<file path="src/rtl/ff_fifo_sched_if.sv">
// Handshake bundle between the ff_fifo_sched scheduler, the Y/Cb/Cr FIFOs and the packer.
// master = scheduler side, slave = FIFO/packer environment side.
interface ff_fifo_sched_if #(
  parameter int DATA_W = 91,
  parameter int MCU_W  = 16
);

  logic                  en;
  logic [2:0]            fifo_empty;
  logic [2:0]            read_req;
  logic [3*DATA_W-1:0]   read_data;
  logic [2:0]            rdata_valid;
  logic [DATA_W-2:0]     out_data;
  logic                  out_eob;
  logic [1:0]            out_chan;
  logic                  out_valid;
  logic                  out_ready;
  logic [MCU_W-1:0]      mcu_count;
  logic                  protocol_err;
  logic [47:0]           word_cnt;

  modport master (
    input  en, fifo_empty, read_data, rdata_valid, out_ready,
    output read_req, out_data, out_eob, out_chan, out_valid,
           mcu_count, protocol_err, word_cnt
  );

  modport slave (
    output en, fifo_empty, read_data, rdata_valid, out_ready,
    input  read_req, out_data, out_eob, out_chan, out_valid,
           mcu_count, protocol_err, word_cnt
  );

endinterface

</file>
<file path="src/rtl/ff_fifo_sched.sv">
// Round-robin Y/Cb/Cr FIFO drain sequencer with a single valid/ready output register.
// Optional per-channel word counters enabled by defining FF_FIFO_SCHED_WORD_CNT_EN.
module ff_fifo_sched #(
  parameter int DATA_W = 91,
  parameter int MCU_W  = 16
) (
  input  logic              clk,
  input  logic              rst,
  ff_fifo_sched_if.master   bus
);

  typedef enum logic [1:0] {
    ISSUE = 2'd0,
    WAIT  = 2'd1,
    HOLD  = 2'd2
  } state_t;

  state_t             state_q, state_d;
  logic [1:0]         ch_q, ch_d;
  logic [2:0]         read_req_q, read_req_d;
  logic [DATA_W-2:0]  out_data_q, out_data_d;
  logic               out_eob_q, out_eob_d;
  logic [1:0]         out_chan_q, out_chan_d;
  logic               out_valid_q, out_valid_d;
  logic [MCU_W-1:0]   mcu_count_q, mcu_count_d;
  logic               protocol_err_q, protocol_err_d;
  logic               err_mask_q;

  logic [2:0]         ch_onehot;
  logic [DATA_W-1:0]  word_ch;
  logic               empty_ch;
  logic               rdv_ch;
  logic               multi_hit;
  logic               stray_hit;
  logic               idle_hit;
  logic               accept;

  // Per-channel views selected by the current channel pointer.
  always_comb begin
    ch_onehot = 3'b001;
    word_ch   = bus.read_data[DATA_W-1:0];
    empty_ch  = bus.fifo_empty[0];
    rdv_ch    = bus.rdata_valid[0];
    case (ch_q)
      2'd1: begin
        ch_onehot = 3'b010;
        word_ch   = bus.read_data[2*DATA_W-1:DATA_W];
        empty_ch  = bus.fifo_empty[1];
        rdv_ch    = bus.rdata_valid[1];
      end
      2'd2: begin
        ch_onehot = 3'b100;
        word_ch   = bus.read_data[3*DATA_W-1:2*DATA_W];
        empty_ch  = bus.fifo_empty[2];
        rdv_ch    = bus.rdata_valid[2];
      end
      default: begin
        ch_onehot = 3'b001;
        word_ch   = bus.read_data[DATA_W-1:0];
        empty_ch  = bus.fifo_empty[0];
        rdv_ch    = bus.rdata_valid[0];
      end
    endcase
  end

  assign multi_hit = (bus.rdata_valid[0] & bus.rdata_valid[1]) |
                     (bus.rdata_valid[0] & bus.rdata_valid[2]) |
                     (bus.rdata_valid[1] & bus.rdata_valid[2]);
  assign stray_hit = |(bus.rdata_valid & ~ch_onehot);
  assign idle_hit  = (|bus.rdata_valid) && (state_q != WAIT);
  assign accept    = out_valid_q && bus.out_ready;

  always_comb begin
    state_d        = state_q;
    ch_d           = ch_q;
    read_req_d     = 3'b000;
    out_data_d     = out_data_q;
    out_eob_d      = out_eob_q;
    out_chan_d     = out_chan_q;
    out_valid_d    = out_valid_q;
    mcu_count_d    = mcu_count_q;
    // The post-reset mask hides the late rdata_valid of a read dropped by reset.
    protocol_err_d = protocol_err_q | (!err_mask_q && (multi_hit || stray_hit || idle_hit));

    case (state_q)
      ISSUE: begin
        if (bus.en && !empty_ch) begin
          read_req_d = ch_onehot;
          state_d    = WAIT;
        end
      end
      WAIT: begin
        if (rdv_ch) begin
          out_data_d  = word_ch[DATA_W-2:0];
          out_eob_d   = word_ch[DATA_W-1];
          out_chan_d  = ch_q;
          out_valid_d = 1'b1;
          state_d     = HOLD;
        end
      end
      HOLD: begin
        if (accept) begin
          out_valid_d = 1'b0;
          state_d     = ISSUE;
          if (out_eob_q) begin
            if (ch_q == 2'd2) begin
              ch_d        = 2'd0;
              mcu_count_d = mcu_count_q + MCU_W'(1);
            end else begin
              ch_d = ch_q + 2'd1;
            end
          end
        end
      end
      default: begin
        state_d = ISSUE;
      end
    endcase
  end

  always_ff @(posedge clk) begin
    if (rst) begin
      state_q        <= ISSUE;
      ch_q           <= 2'd0;
      read_req_q     <= 3'b000;
      out_data_q     <= '0;
      out_eob_q      <= 1'b0;
      out_chan_q     <= 2'd0;
      out_valid_q    <= 1'b0;
      mcu_count_q    <= '0;
      protocol_err_q <= 1'b0;
      err_mask_q     <= 1'b1;
    end else begin
      state_q        <= state_d;
      ch_q           <= ch_d;
      read_req_q     <= read_req_d;
      out_data_q     <= out_data_d;
      out_eob_q      <= out_eob_d;
      out_chan_q     <= out_chan_d;
      out_valid_q    <= out_valid_d;
      mcu_count_q    <= mcu_count_d;
      protocol_err_q <= protocol_err_d;
      err_mask_q     <= 1'b0;
    end
  end

  assign bus.read_req     = read_req_q;
  assign bus.out_data     = out_data_q;
  assign bus.out_eob      = out_eob_q;
  assign bus.out_chan     = out_chan_q;
  assign bus.out_valid    = out_valid_q;
  assign bus.mcu_count    = mcu_count_q;
  assign bus.protocol_err = protocol_err_q;

`ifdef FF_FIFO_SCHED_WORD_CNT_EN
  logic [15:0] wc_y_q, wc_cb_q, wc_cr_q;

  always_ff @(posedge clk) begin
    if (rst) begin
      wc_y_q  <= 16'd0;
      wc_cb_q <= 16'd0;
      wc_cr_q <= 16'd0;
    end else if (accept) begin
      case (out_chan_q)
        2'd0:    wc_y_q  <= wc_y_q + 16'd1;
        2'd1:    wc_cb_q <= wc_cb_q + 16'd1;
        2'd2:    wc_cr_q <= wc_cr_q + 16'd1;
        default: wc_y_q  <= wc_y_q;
      endcase
    end
  end

  assign bus.word_cnt = {wc_cr_q, wc_cb_q, wc_y_q};
`else
  assign bus.word_cnt = 48'd0;
`endif

endmodule

</file>
<file path="src/flat_wrapper.sv">
// flat-port wrapper written by rule: the top's interface ports become plain ports
module ff_fifo_sched_flat 
#(
  parameter int DATA_W = 91,
  parameter int MCU_W  = 16
)
  (clk, rst, bus_en, bus_fifo_empty, bus_read_data, bus_rdata_valid, bus_out_ready, bus_read_req, bus_out_data, bus_out_eob, bus_out_chan, bus_out_valid, bus_mcu_count, bus_protocol_err, bus_word_cnt);
  ff_fifo_sched_if #(.DATA_W(DATA_W), .MCU_W(MCU_W)) bus_i ();
  input  logic clk;
  input  logic rst;
  input wire logic [$bits(bus_i.en)-1:0] bus_en;
  input wire logic [$bits(bus_i.fifo_empty)-1:0] bus_fifo_empty;
  input wire logic [$bits(bus_i.read_data)-1:0] bus_read_data;
  input wire logic [$bits(bus_i.rdata_valid)-1:0] bus_rdata_valid;
  input wire logic [$bits(bus_i.out_ready)-1:0] bus_out_ready;
  output wire logic [$bits(bus_i.read_req)-1:0] bus_read_req;
  output wire logic [$bits(bus_i.out_data)-1:0] bus_out_data;
  output wire logic [$bits(bus_i.out_eob)-1:0] bus_out_eob;
  output wire logic [$bits(bus_i.out_chan)-1:0] bus_out_chan;
  output wire logic [$bits(bus_i.out_valid)-1:0] bus_out_valid;
  output wire logic [$bits(bus_i.mcu_count)-1:0] bus_mcu_count;
  output wire logic [$bits(bus_i.protocol_err)-1:0] bus_protocol_err;
  output wire logic [$bits(bus_i.word_cnt)-1:0] bus_word_cnt;
  assign bus_i.en = bus_en;
  assign bus_i.fifo_empty = bus_fifo_empty;
  assign bus_i.read_data = bus_read_data;
  assign bus_i.rdata_valid = bus_rdata_valid;
  assign bus_i.out_ready = bus_out_ready;
  assign bus_read_req = bus_i.read_req;
  assign bus_out_data = bus_i.out_data;
  assign bus_out_eob = bus_i.out_eob;
  assign bus_out_chan = bus_i.out_chan;
  assign bus_out_valid = bus_i.out_valid;
  assign bus_mcu_count = bus_i.mcu_count;
  assign bus_protocol_err = bus_i.protocol_err;
  assign bus_word_cnt = bus_i.word_cnt;
  ff_fifo_sched #(.DATA_W(DATA_W), .MCU_W(MCU_W)) u_core (.clk(clk), .rst(rst), .bus(bus_i));
endmodule
</file>
<file path="config.mk">
export PLATFORM = sky130hd
export DESIGN_NAME = ff_fifo_sched_flat
export DESIGN_NICKNAME = d
export VERILOG_FILES = /design/src/rtl/ff_fifo_sched_if.sv /design/src/rtl/ff_fifo_sched.sv /design/src/flat_wrapper.sv
export SDC_FILE = /design/constraint.sdc
export NUM_CORES = 1
export LEC_CHECK = 0
export ABC_AREA = 1
export BUFFER_PORTS_ARGS = -buffer_cell sky130_fd_sc_hd__buf_2
export CORE_AREA = 3 3 174 176
export DETAILED_ROUTE_END_ITERATION = 12
export DIE_AREA = 0 0 177 179
export PLACE_DENSITY_LB_ADDON = 0.12
export SYNTH_ARGS = -nofsm -noshare
export SYNTH_HDL_FRONTEND = slang
export SYNTH_SLANG_ARGS = --single-unit
</file>
<file path="constraint.sdc">
create_clock -name clk -period 1.5 [get_ports clk]
set_input_delay 0.3 -clock clk [delete_from_list [all_inputs] [get_ports clk]]
set_output_delay 0.3 -clock clk [all_outputs]
set_load 0.01 [all_outputs]
</file>
==> results of run 1 <==
[cell type report]
type / instances / area (um^2) / area share
tap: 384 / 480 / 0.0450
inverter: 30 / 125 / 0.0117
clock inverter: 13 / 243 / 0.0228
multi-input combinational: 647 / 3640 / 0.341
sequential: 119 / 2390 / 0.224
clock buffer: 19 / 443 / 0.0415
timing repair buffer: 499 / 3350 / 0.314
[cells in the final DEF (no fill, tap or decap), types with 5 or more instances in the layout]
cell type,instances
a31oi_1,90
buf_16,8
o21ai_1,59
buf_12,21
o21ai_0,24
a22o_1,91
nor2_4,5
nor2_1,25
buf_6,13
clkbuf_16,18
bufinv_16,6
nor3_1,5
buf_4,53
inv_1,25
o21ai_2,16
ha_1,7
conb_1,48
nand3_1,8
dfxtp_1,115
a21oi_1,18
buf_2,396
nand2_1,218
[through the flow]
step,util,std cells,total power [mW],hold slack [ps],worst slack (ps)
after floorplan,-,916,5.56,328,-7.95
after global placement,0.316,1645,6.96,438,-237
after detailed placement,0.316,1645,6.97,439,-288
after CTS,0.365,1707,12.7,116,-211
after global routing,0.371,1711,13.3,127,-346
final,0.371,1711,12.6,142,-232
[worst max-delay path, cell delays in order, from the launching register on]
cell and delay [ps]:
dfxtp_2 350, inv_4 60, ha_4 290, clkinv_4 60, nand2_4 60, nand2_4 50
nor2_4 120, buf_4 140, buf_12 140, bufbuf_16 270, a31oi_1 70
[timing repair]
| item | 4_1_cts | 5_1_grt |
|---|---|---|
| hold buffers | 0 | 0 |
| gates cloned | 12 | 1 |
| resized for setup | 72 | 51 |
| pin swaps | 4 | 6 |
| buffers inserted | 19 | 6 |
| endpoints found under the setup margin | 109 | 111 |
[state kept, by name, indices dropped and copies added (netlist names)]
name / flops
u_core.bus.mcu_count: 16
u_core.bus.out_chan: 2
u_core.bus.out_data: 90
u_core.bus.out_eob: 1
u_core.bus.out_valid: 1
u_core.bus.protocol_err: 1
u_core.bus.read_req: 3
u_core.ch_q: 2
u_core.err_mask_q: 1
u_core.state_q: 2
[worst max-delay path by stage]
stage | startpoint | to | slack, ps | cells after the start
finish | u_core.ch_q[1]$_SDFFE_PP0P_ | u_core.bus.out_data[76]$_SDFFE_PP0P_ | -230 | 10
global route | u_core.ch_q[0]$_SDFFE_PP0P_ | u_core.bus.out_data[73]$_SDFFE_PP0P_ | -350 | 10
CTS | u_core.ch_q[1]$_SDFFE_PP0P_ | u_core.bus.out_data[76]$_SDFFE_PP0P_ | -210 | 10
detailed placement | u_core.ch_q[1]$_SDFFE_PP0P_ | u_core.bus.out_data[31]$_SDFFE_PP0P_ | -290 | 10
global placement | u_core.ch_q[1]$_SDFFE_PP0P_ | u_core.bus.out_data[28]$_SDFFE_PP0P_ | -240 | 10
floorplan | u_core.ch_q[0]$_SDFFE_PP0P_ | u_core.bus.out_data[0]$_SDFFE_PP0P_ | -8 | 10
[synthesized netlist by cell type, types with 2 or more instances]
master    count
nand2_1     224
dfxtp_1     119
a22o_1       91
a31oi_1      91
o21ai_1      50
buf_4        49
o21ai_0      49
clkbuf_1     42
nor2_1       32
inv_1        29
buf_2        22
a21oi_1      20
nand3_1      12
ha_1         10
nor3_1        7
buf_6         5
nand4_1       3
buf_1         2
[per-layer routing]
metal  wire, um  GRT usage  vias up
li1           -          -     3867
met4        199     0.0357        2
met2      14800      0.302      281
met1      13000      0.232     3535
met5         20          0        -
met3       1940     0.0400       12
[where the power goes]
group / switching [mW] / internal, mW / leakage, nW
Clock: 1.67 / 3.20 / 0.330
Sequential: 0.296 / 3.72 / 0.971
Combinational: 1.84 / 1.88 / 3.88
[cells by family after synthesis]
| logic type | share of synthesized area |
|---|---|
| compound gates | 0.307 |
| xor+xnor | 0.00272 |
| fa+ha+maj | 0.0194 |
| buf+inv | 0.126 |
| flops | 0.370 |
| other cells | 0.000582 |
| simple gates | 0.174 |
==> flow_metrics.env, run 1 <==
export IMPL_status="finished with violations"
export IMPL_violations="negative setup slack"
export IMPL_die_width_um=177
export IMPL_clock_sinks=119
export IMPL_viasPerCell=4.50
export IMPL_vdd_drop_max_v=0.000705
export IMPL_core_mm2=0.0288
export IMPL_netlist_instances=869
export IMPL_synth_cell_types=30
export IMPL_worstPathArrival_ps=2020
export IMPL_cts_tree="built"
export IMPL_p_leak_nw=5.18
export IMPL_grt_max_degree=63
export IMPL_syn_area_per_cell_um2=7.41
export IMPL_r2r_slack_ps=-230
export IMPL_clock_fmax_ghz=0.577
export IMPL_numCtsBuffers=17
export IMPL_clk_path_buf_depth=2
export IMPL_clock_skew_ps=11.5
export IMPL_routedWlPerCell_um=17.5
export IMPL_hp_start="bus_read_data[19]"
export IMPL_drcViolationCount=0
export IMPL_post_route_period_util=1.15
export IMPL_ant_nets=0
export IMPL_clk_pin_slew_ps=70
export IMPL_synth_top_flop_cell="dfxtp_1"
export IMPL_crit_type="flop to flop"
export IMPL_first_pass_iters=5
export IMPL_fillers=3105
export IMPL_syn_area_mm2=0.00644
export IMPL_ios=445
export IMPL_first_global_vias=7264
export IMPL_vias=7697
export IMPL_async_reset_ff_frac=0
export IMPL_slew_viol_final=0
export IMPL_initial_utilization=0.224
export IMPL_report_final_setup_viol=100
export IMPL_drt_initial_drc_count=339
export IMPL_timing_rr_start="u_core.ch_q[1]$_SDFFE_PP0P_"
export IMPL_gp_congestion=0.787
export IMPL_yosysTopAreaCell="dfxtp_1"
export IMPL_end_kind="flop"
export IMPL_synth_seq_area_share=0.370
export IMPL_setup_tns_ps=-15400
export IMPL_rows=62
export IMPL_cp_required_ps=1790
export IMPL_clock_insertion_delay_worst_skew_ps=420
export IMPL_r2r_end="u_core.bus.out_data[76]$_SDFFE_PP0P_"
export IMPL_ys_ff_latch=119
export IMPL_drive_gt1_frac=0.439
export IMPL_htreeDepth=4
export IMPL_antenna_found_initial=1
export IMPL_powerDensity_mw_per_mm2=1180
export IMPL_synth_warnings=0
export IMPL_grt_util_all_layers=0.178
export IMPL_cp_max_fo=10
export IMPL_hold_viol_final=0
export IMPL_grt_pass1_wl_mm=43.4
export IMPL_finalNetCount=1607
export IMPL_grt_overflow_total=0
export IMPL_hpwl_mm=21.3
export IMPL_startpoint_type="flop"
export IMPL_place_area_mm2=0.00911
export IMPL_cap_violations=0
export IMPL_hold_path_class="input port to flop"
export IMPL_reg2reg_depth=10
export IMPL_root_buffer="clkbuf_16"
export IMPL_routed_wl_mm=29.9
export IMPL_antenna_cells=0
export IMPL_min_period_ps=1730
export IMPL_synth_edff_count=0
export IMPL_min_to="u_core.bus.out_data[19]$_SDFFE_PP0P_"
export IMPL_rsz0062_at_grt="yes"
export IMPL_synthTopCellsByArea="dfxtp_1 (37%), nand2_1 (13%), a22o_1 (12%), a31oi_1 (8.8%), buf_4 (5.7%)"
export IMPL_holdPathStages=3
export IMPL_area_delta_synth_final_pct=65.6
export IMPL_final_area_mm2=0.0107
export IMPL_die_area_mm2=0.0317
export IMPL_fin_ws_ps=-232
export IMPL_die_y_um=179
export IMPL_synth_top_area_frac=0.370
export IMPL_portBuffers=396
No activity file was read; power rests on OpenSTA's default activity.
==> run 2, diff against run 1 <==
- CORE_AREA: 3 3 174 176 -> 2 2 173 175
- CTS_CLUSTER_SIZE: not set -> 30
- DIE_AREA: 0 0 177 179 -> 0 0 175 177
- clock period: 1.5 -> 1.59 ns (I/O delays scaled with it)
==> flow_metrics.env, run 2 (synthesized netlist as in run 1, its figures left out) <==
export IMPL_clk_path_buf_depth=2
export IMPL_routed_wl_mm=28.5
export IMPL_slew_viol_final=0
export IMPL_drcViolationCount=0
export IMPL_p_clk_frac=0.359
export IMPL_hold_viol_final=0
export IMPL_crit_top_cell="buf_12"
export IMPL_path_buf_inv=5
export IMPL_portBuffers=396
export IMPL_cap_violations=0
export IMPL_vdd_drop_max_v=0.000641
export IMPL_numCtsBuffers=17
export IMPL_worstPathArrival_ps=2050
export IMPL_end_kind="flop"
export IMPL_switchingPower_mw=3.69
export IMPL_root_buffer="clkbuf_16"
export IMPL_die_y_um=177
export IMPL_ios=445
export IMPL_fin_util=0.360
export IMPL_rsz0062_at_grt="yes"
export IMPL_routedWlPerCell_um=16.9
export IMPL_cts_tree="built"
export IMPL_cp_slowest_stage_delay_ps=330
export IMPL_drt_initial_drc_count=312
export IMPL_grt_pass1_wl_mm=40.6
export IMPL_largest_register_ff_count=90
export IMPL_grt_util_all_layers=0.169
export IMPL_post_route_period_util=1.08
export IMPL_grt_max_degree=67
export IMPL_clock_insertion_delay_worst_skew_ps=420
export IMPL_violations="negative setup slack"
export IMPL_area_delta_synth_final_pct=63.4
export IMPL_finalNetCount=1576
export IMPL_crit_type="flop to flop"
export IMPL_hold_path_class="input port to flop"
export IMPL_slowest_stage="dfxtp_2"
export IMPL_pwr_share_comb=0.312
export IMPL_viasPerCell=4.50
export IMPL_core_mm2=0.0292
export IMPL_gp_congestion=0.771
export IMPL_clock_fmax_ghz=0.584
export IMPL_report_final_setup_viol=96
export IMPL_final_common_cell="buf_2"
export IMPL_p_leak_nw=4.98
export IMPL_grt_overflow_total=0
export IMPL_clock_sinks=119
export IMPL_setup_tns_ps=-6790
export IMPL_antenna_found_initial=1
export IMPL_die_width_um=175
export IMPL_vias=7584
export IMPL_powerDensity_mw_per_mm2=1110
export IMPL_first_global_vias=6895
export IMPL_min_period_ps=1710
export IMPL_first_pass_iters=4
export IMPL_seq_power_share=0.330
export IMPL_power_mw=11.7
export IMPL_htreeDepth=4
export IMPL_clock_skew_ps=11.2
export IMPL_hpwl_mm=19.9
export IMPL_drive_gt1_frac=0.456
export IMPL_p_sw_frac=0.317
export IMPL_startpoint_type="flop"
export IMPL_status="finished with violations"
export IMPL_clk_pin_slew_ps=70
export IMPL_initial_utilization=0.220
export IMPL_layout_common_cells="buf_2 (396), nand2_1 (218), dfxtp_1 (117)"
export IMPL_intPower_mw=7.96
export IMPL_crit_path_cell_trace="buf_4, ha_4, nand2_1, nand3_2, nand2_4, nor2_4, buf_12, buf_12, buf_12, buf_16, a31oi_1"
export IMPL_die_area_mm2=0.0310
export IMPL_rows=63
export IMPL_cp_top_family="buffers and inverters"
export IMPL_cp_required_ps=1930
export IMPL_fin_ws_ps=-122
export IMPL_ant_nets=0
export IMPL_cp_max_fo=9
export IMPL_r2r_slack_ps=-120
[run 2: layout make-up]
type | count | area [um^2]
Fill cell | 3201 | 18700
Tap cell | 390 | 488
Clock buffer | 19 | 443
Inverter | 30 | 123
Sequential cell | 119 | 2380
Multi-Input combinational cell | 647 | 3860
Timing Repair Buffer | 468 | 3050
Antenna cell | 1 | 2.50
Clock inverter | 12 | 175
[run 2: metal layers]
layer	wire, um	part of all wire	global-route usage	vias up
met4	442	0.016	0.0507	0
met3	1640	0.057	0.0395	26
met2	14000	0.49	0.281	267
met5	0	0	0	-
li1	-	-	-	3808
met1	12400	0.44	0.217	3483
[run 2: worst register-to-register path, delay by kind of cell, from the launching register on]
family	cells	cell delay [ps]
buf+inv	5	720
fa+ha+maj	1	170
compound gates	1	130
simple gates	4	310
flops	1	330
[run 2: power by group through the flow]
| stage | registers (mW) | clock network, mW | logic (mW) |
|---|---|---|---|
| after global routing | 3.90 | 4.45 | 3.93 |
| after detailed placement | 3.82 | 0 | 2.67 |
| after global placement | 3.82 | 0 | 2.65 |
| after CTS | 3.79 | 4.34 | 3.13 |
| after floorplan | 4.05 | 0 | 1.17 |
| final | 3.84 | 4.18 | 3.63 |
[run 2: final timing paths]
check / startpoint / endpoint / depth (start not counted)
setup / recovery: u_core.ch_q[1]$_SDFFE_PP0P_ / u_core.bus.out_data[9]$_SDFFE_PP0P_ / 11
hold / removal: bus_read_data[63] / u_core.bus.out_data[63]$_SDFFE_PP0P_ / 3
setup reg to reg: u_core.ch_q[1]$_SDFFE_PP0P_ / u_core.bus.out_data[9]$_SDFFE_PP0P_ / 11
hold reg to reg: u_core.bus.protocol_err$_SDFF_PP0_ / u_core.bus.protocol_err$_SDFF_PP0_ / 2
[run 2: through the flow]
step | hold WS [ps] | instances | worst slack [ps] | cell area, um^2
3_5_place_dp | 444 | 1632 | -222 | 8990
2_1_floorplan | 346 | 916 | -5.27 | 6650
5_1_grt | 146 | 1686 | -201 | 10500
4_1_cts | 134 | 1675 | -104 | 9960
3_3_place_gp | 439 | 1632 | -186 | 8990
6_report | 157 | 1686 | -122 | 10500
[run 2: timing repair]
action,in CTS,in global routing
setup endpoints to repair,98,114
resized for setup,63,97
pin swaps,4,5
buffers inserted,7,2
hold buffers,0,0
cloned,5,10
==> run 3, diff against run 2 <==
- ABC_AREA: 1 -> not set
- CORE_AREA: 2 2 173 175 -> 2 2 174 176
- DIE_AREA: 0 0 175 177 -> 0 0 176 178
==> flow_metrics.env, run 3 <==
export IMPL_synth_top_area_frac=0.369
export IMPL_drive_gt1_frac=0.446
export IMPL_routedWlPerCell_um=17.2
export IMPL_cap_violations=0
export IMPL_report_final_setup_viol=106
export IMPL_cp_required_ps=1940
export IMPL_ys_ff_latch=119
export IMPL_async_reset_ff_frac=0
export IMPL_synth_seq_area_share=0.369
export IMPL_die_width_um=176
export IMPL_routed_wl_mm=28.6
export IMPL_die_area_mm2=0.0313
export IMPL_post_route_period_util=1.10
export IMPL_netlist_instances=827
export IMPL_dpl_cell_count=1599
export IMPL_fin_ws_ps=-163
export IMPL_clock_insertion_delay_worst_skew_ps=410
export IMPL_ios=445
export IMPL_viasPerCell=4.48
export IMPL_clock_skew_ps=11.0
export IMPL_grt_pass1_wl_mm=39.2
export IMPL_fillers=3209
export IMPL_syn_area_mm2=0.00645
export IMPL_syn_area_per_cell_um2=7.80
export IMPL_die_y_um=178
export IMPL_synth_edff_count=0
export IMPL_layout_common_cells="buf_2 (395), nand2_1 (192), dfxtp_1 (115)"
export IMPL_root_buffer="clkbuf_16"
export IMPL_vdd_drop_max_v=0.000662
export IMPL_hold_path_class="input port to flop"
export IMPL_violations="negative setup slack"
export IMPL_powerDensity_mw_per_mm2=780
export IMPL_grt_util_all_layers=0.164
export IMPL_clk_pin_slew_ps=60
export IMPL_largest_register_ff_count=90
export IMPL_r2r_end="u_core.bus.out_data[79]$_SDFFE_PP0P_"
export IMPL_synth_most_common_cell="nand2_1"
export IMPL_min_period_ps=1750
export IMPL_final_common_cell="buf_2"
export IMPL_end_kind="flop"
export IMPL_status="finished with violations"
export IMPL_synth_warnings=0
export IMPL_holdPathStages=3
export IMPL_first_global_vias=6843
export IMPL_grt_overflow_total=0
export IMPL_worstPathArrival_ps=2100
export IMPL_htreeDepth=4
export IMPL_hold_viol_final=0
export IMPL_rsz0062_at_grt="yes"
export IMPL_startpoint_type="flop"
export IMPL_clk_path_buf_depth=2
export IMPL_yosysTopAreaCell="dfxtp_1"
export IMPL_synthTopCellsByCount="nand2_1 (196), dfxtp_1 (119), a21oi_1 (99), a22oi_1 (92), o211ai_1 (91)"
export IMPL_core_mm2=0.0294
export IMPL_final_area_mm2=0.0104
export IMPL_clock_sinks=119
export IMPL_rows=63
export IMPL_area_delta_synth_final_pct=61.1
export IMPL_synthTopCellsByArea="dfxtp_1 (37%), nand2_1 (11%), a22oi_1 (11%), o211ai_1 (11%), a21oi_1 (7.7%)"
export IMPL_hp_start="bus_read_data[17]"
export IMPL_gp_congestion=0.788
export IMPL_drt_initial_drc_count=264
export IMPL_min_to="u_core.bus.out_data[17]$_SDFFE_PP0P_"
export IMPL_first_pass_iters=4
export IMPL_ant_nets=0
export IMPL_cts_tree="built"
export IMPL_crit_type="flop to flop"
export IMPL_synth_top_flop_cell="dfxtp_1"
export IMPL_initial_utilization=0.219
export IMPL_final_cells=1661
export IMPL_synth_cell_types=41
export IMPL_hpwl_mm=20.1
export IMPL_finalNetCount=1552
export IMPL_vias=7446
export IMPL_portBuffers=396
export IMPL_r2r_slack_ps=-160
export IMPL_antenna_found_initial=0
export IMPL_drcViolationCount=0
export IMPL_place_area_mm2=0.00914
export IMPL_grt_max_degree=57
export IMPL_cp_max_fo=11
export IMPL_numCtsBuffers=17
export IMPL_timing_rr_start="u_core.ch_q[0]$_SDFFE_PP0P_"
export IMPL_reg2reg_depth=8
export IMPL_place_ws_ps=-196
export IMPL_clock_fmax_ghz=0.570
export IMPL_p_leak_nw=4.46
export IMPL_slew_viol_final=0
export IMPL_fin_util=0.354
run 3: cell count changes after synthesis, sizes merged, moves of 28 or more:
cell | previous run | this run
a21oi | 20 | 99
a22o | 91 | 0
a22oi | 0 | 93
a31oi | 91 | 0
nand2 | 224 | 196
o211ai | 0 | 91
o21ai | 99 | 3
run 3: critical path: stages (launching register included):
cell       delay, ps
dfxtp_2          350
inv_4             50
ha_4             260
buf_6            120
a211oi_4         270
buf_6            210
clkbuf_16        180
o211ai_1         110
a21oi_1          130
run 3: final cells by class:
type / count / area (um^2) / area share
Inverter: 10 / 42.5 / 0.00409
Sequential cell: 119 / 2390 / 0.230
Multi-Input combinational cell: 621 / 3720 / 0.358
Clock buffer: 18 / 429 / 0.0413
Tap cell: 390 / 488 / 0.0469
Timing Repair Buffer: 490 / 3190 / 0.307
Clock inverter: 12 / 131 / 0.0126
Antenna cell: 1 / 2.50 / 0.000241
run 3: through the flow:
step                total power [mW]  hold WS (ps)  setup TNS [ps]
finish                          8.11           194          -12720
global placement                4.19           439          -12630
detailed placement              4.19           444          -15400
global route                    8.52           175          -22150
CTS                             8.11           174          -11300
floorplan                       3.67           346           -1460
run 3: layer usage:
metal  up-vias  GRT usage  share of wire  routed length, um
li1       3734          -              -                  -
met1      3437      0.196           0.41              11600
met2       263      0.298           0.53              15200
met3        12     0.0362          0.055               1570
met4         0     0.0396         0.0081                233
met5         -          0              0                  0
run 3: worst max-delay path by stage:
| stage | start | endpoint |
|---|---|---|
| 6_report | u_core.ch_q[0]$_SDFFE_PP0P_ | u_core.bus.out_data[79]$_SDFFE_PP0P_ |
| 3_3_place_gp | u_core.ch_q[1]$_SDFFE_PP0P_ | u_core.bus.out_data[39]$_SDFFE_PP0P_ |
| 4_1_cts | u_core.ch_q[1]$_SDFFE_PP0P_ | u_core.bus.out_data[25]$_SDFFE_PP0P_ |
| 2_1_floorplan | u_core.ch_q[0]$_SDFFE_PP0P_ | u_core.bus.mcu_count[13]$_SDFFE_PP0P_ |
| 5_1_grt | u_core.ch_q[0]$_SDFFE_PP0P_ | u_core.bus.out_data[86]$_SDFFE_PP0P_ |
| 3_5_place_dp | u_core.ch_q[1]$_SDFFE_PP0P_ | u_core.bus.out_data[8]$_SDFFE_PP0P_ |
run 3: where the power goes:
group / internal, mW / leakage, nW / switching, mW / total (mW)
combinational: 0.593 / 3.23 / 0.580 / 1.17
clock: 2.29 / 0.264 / 1.51 / 3.80
sequential: 3.08 / 0.965 / 0.0553 / 3.13
total: 5.96 / 4.46 / 2.15 / 8.11
run 3: repair_timing:
action | CTS | global route
hold endpoints to repair | 0 | 0
gates cloned | 2 | 13
setup buffers | 6 | 12
hold buffers | 0 | 0
pin swaps | 12 | 21
setup endpoints to repair | 107 | 110
resized for setup | 15 | 39
run 3: kinds of logic after synthesis:
| family | Yosys count | share of synthesized area |
|---|---|---|
| mux | 4 | 0.00679 |
| fa+ha+maj | 10 | 0.0194 |
| other cells | 1 | 0.000581 |
| flops | 119 | 0.369 |
| xor+xnor | 9 | 0.0122 |
| compound gates | 297 | 0.311 |
| simple gates | 253 | 0.165 |
| buf+inv | 134 | 0.116 |
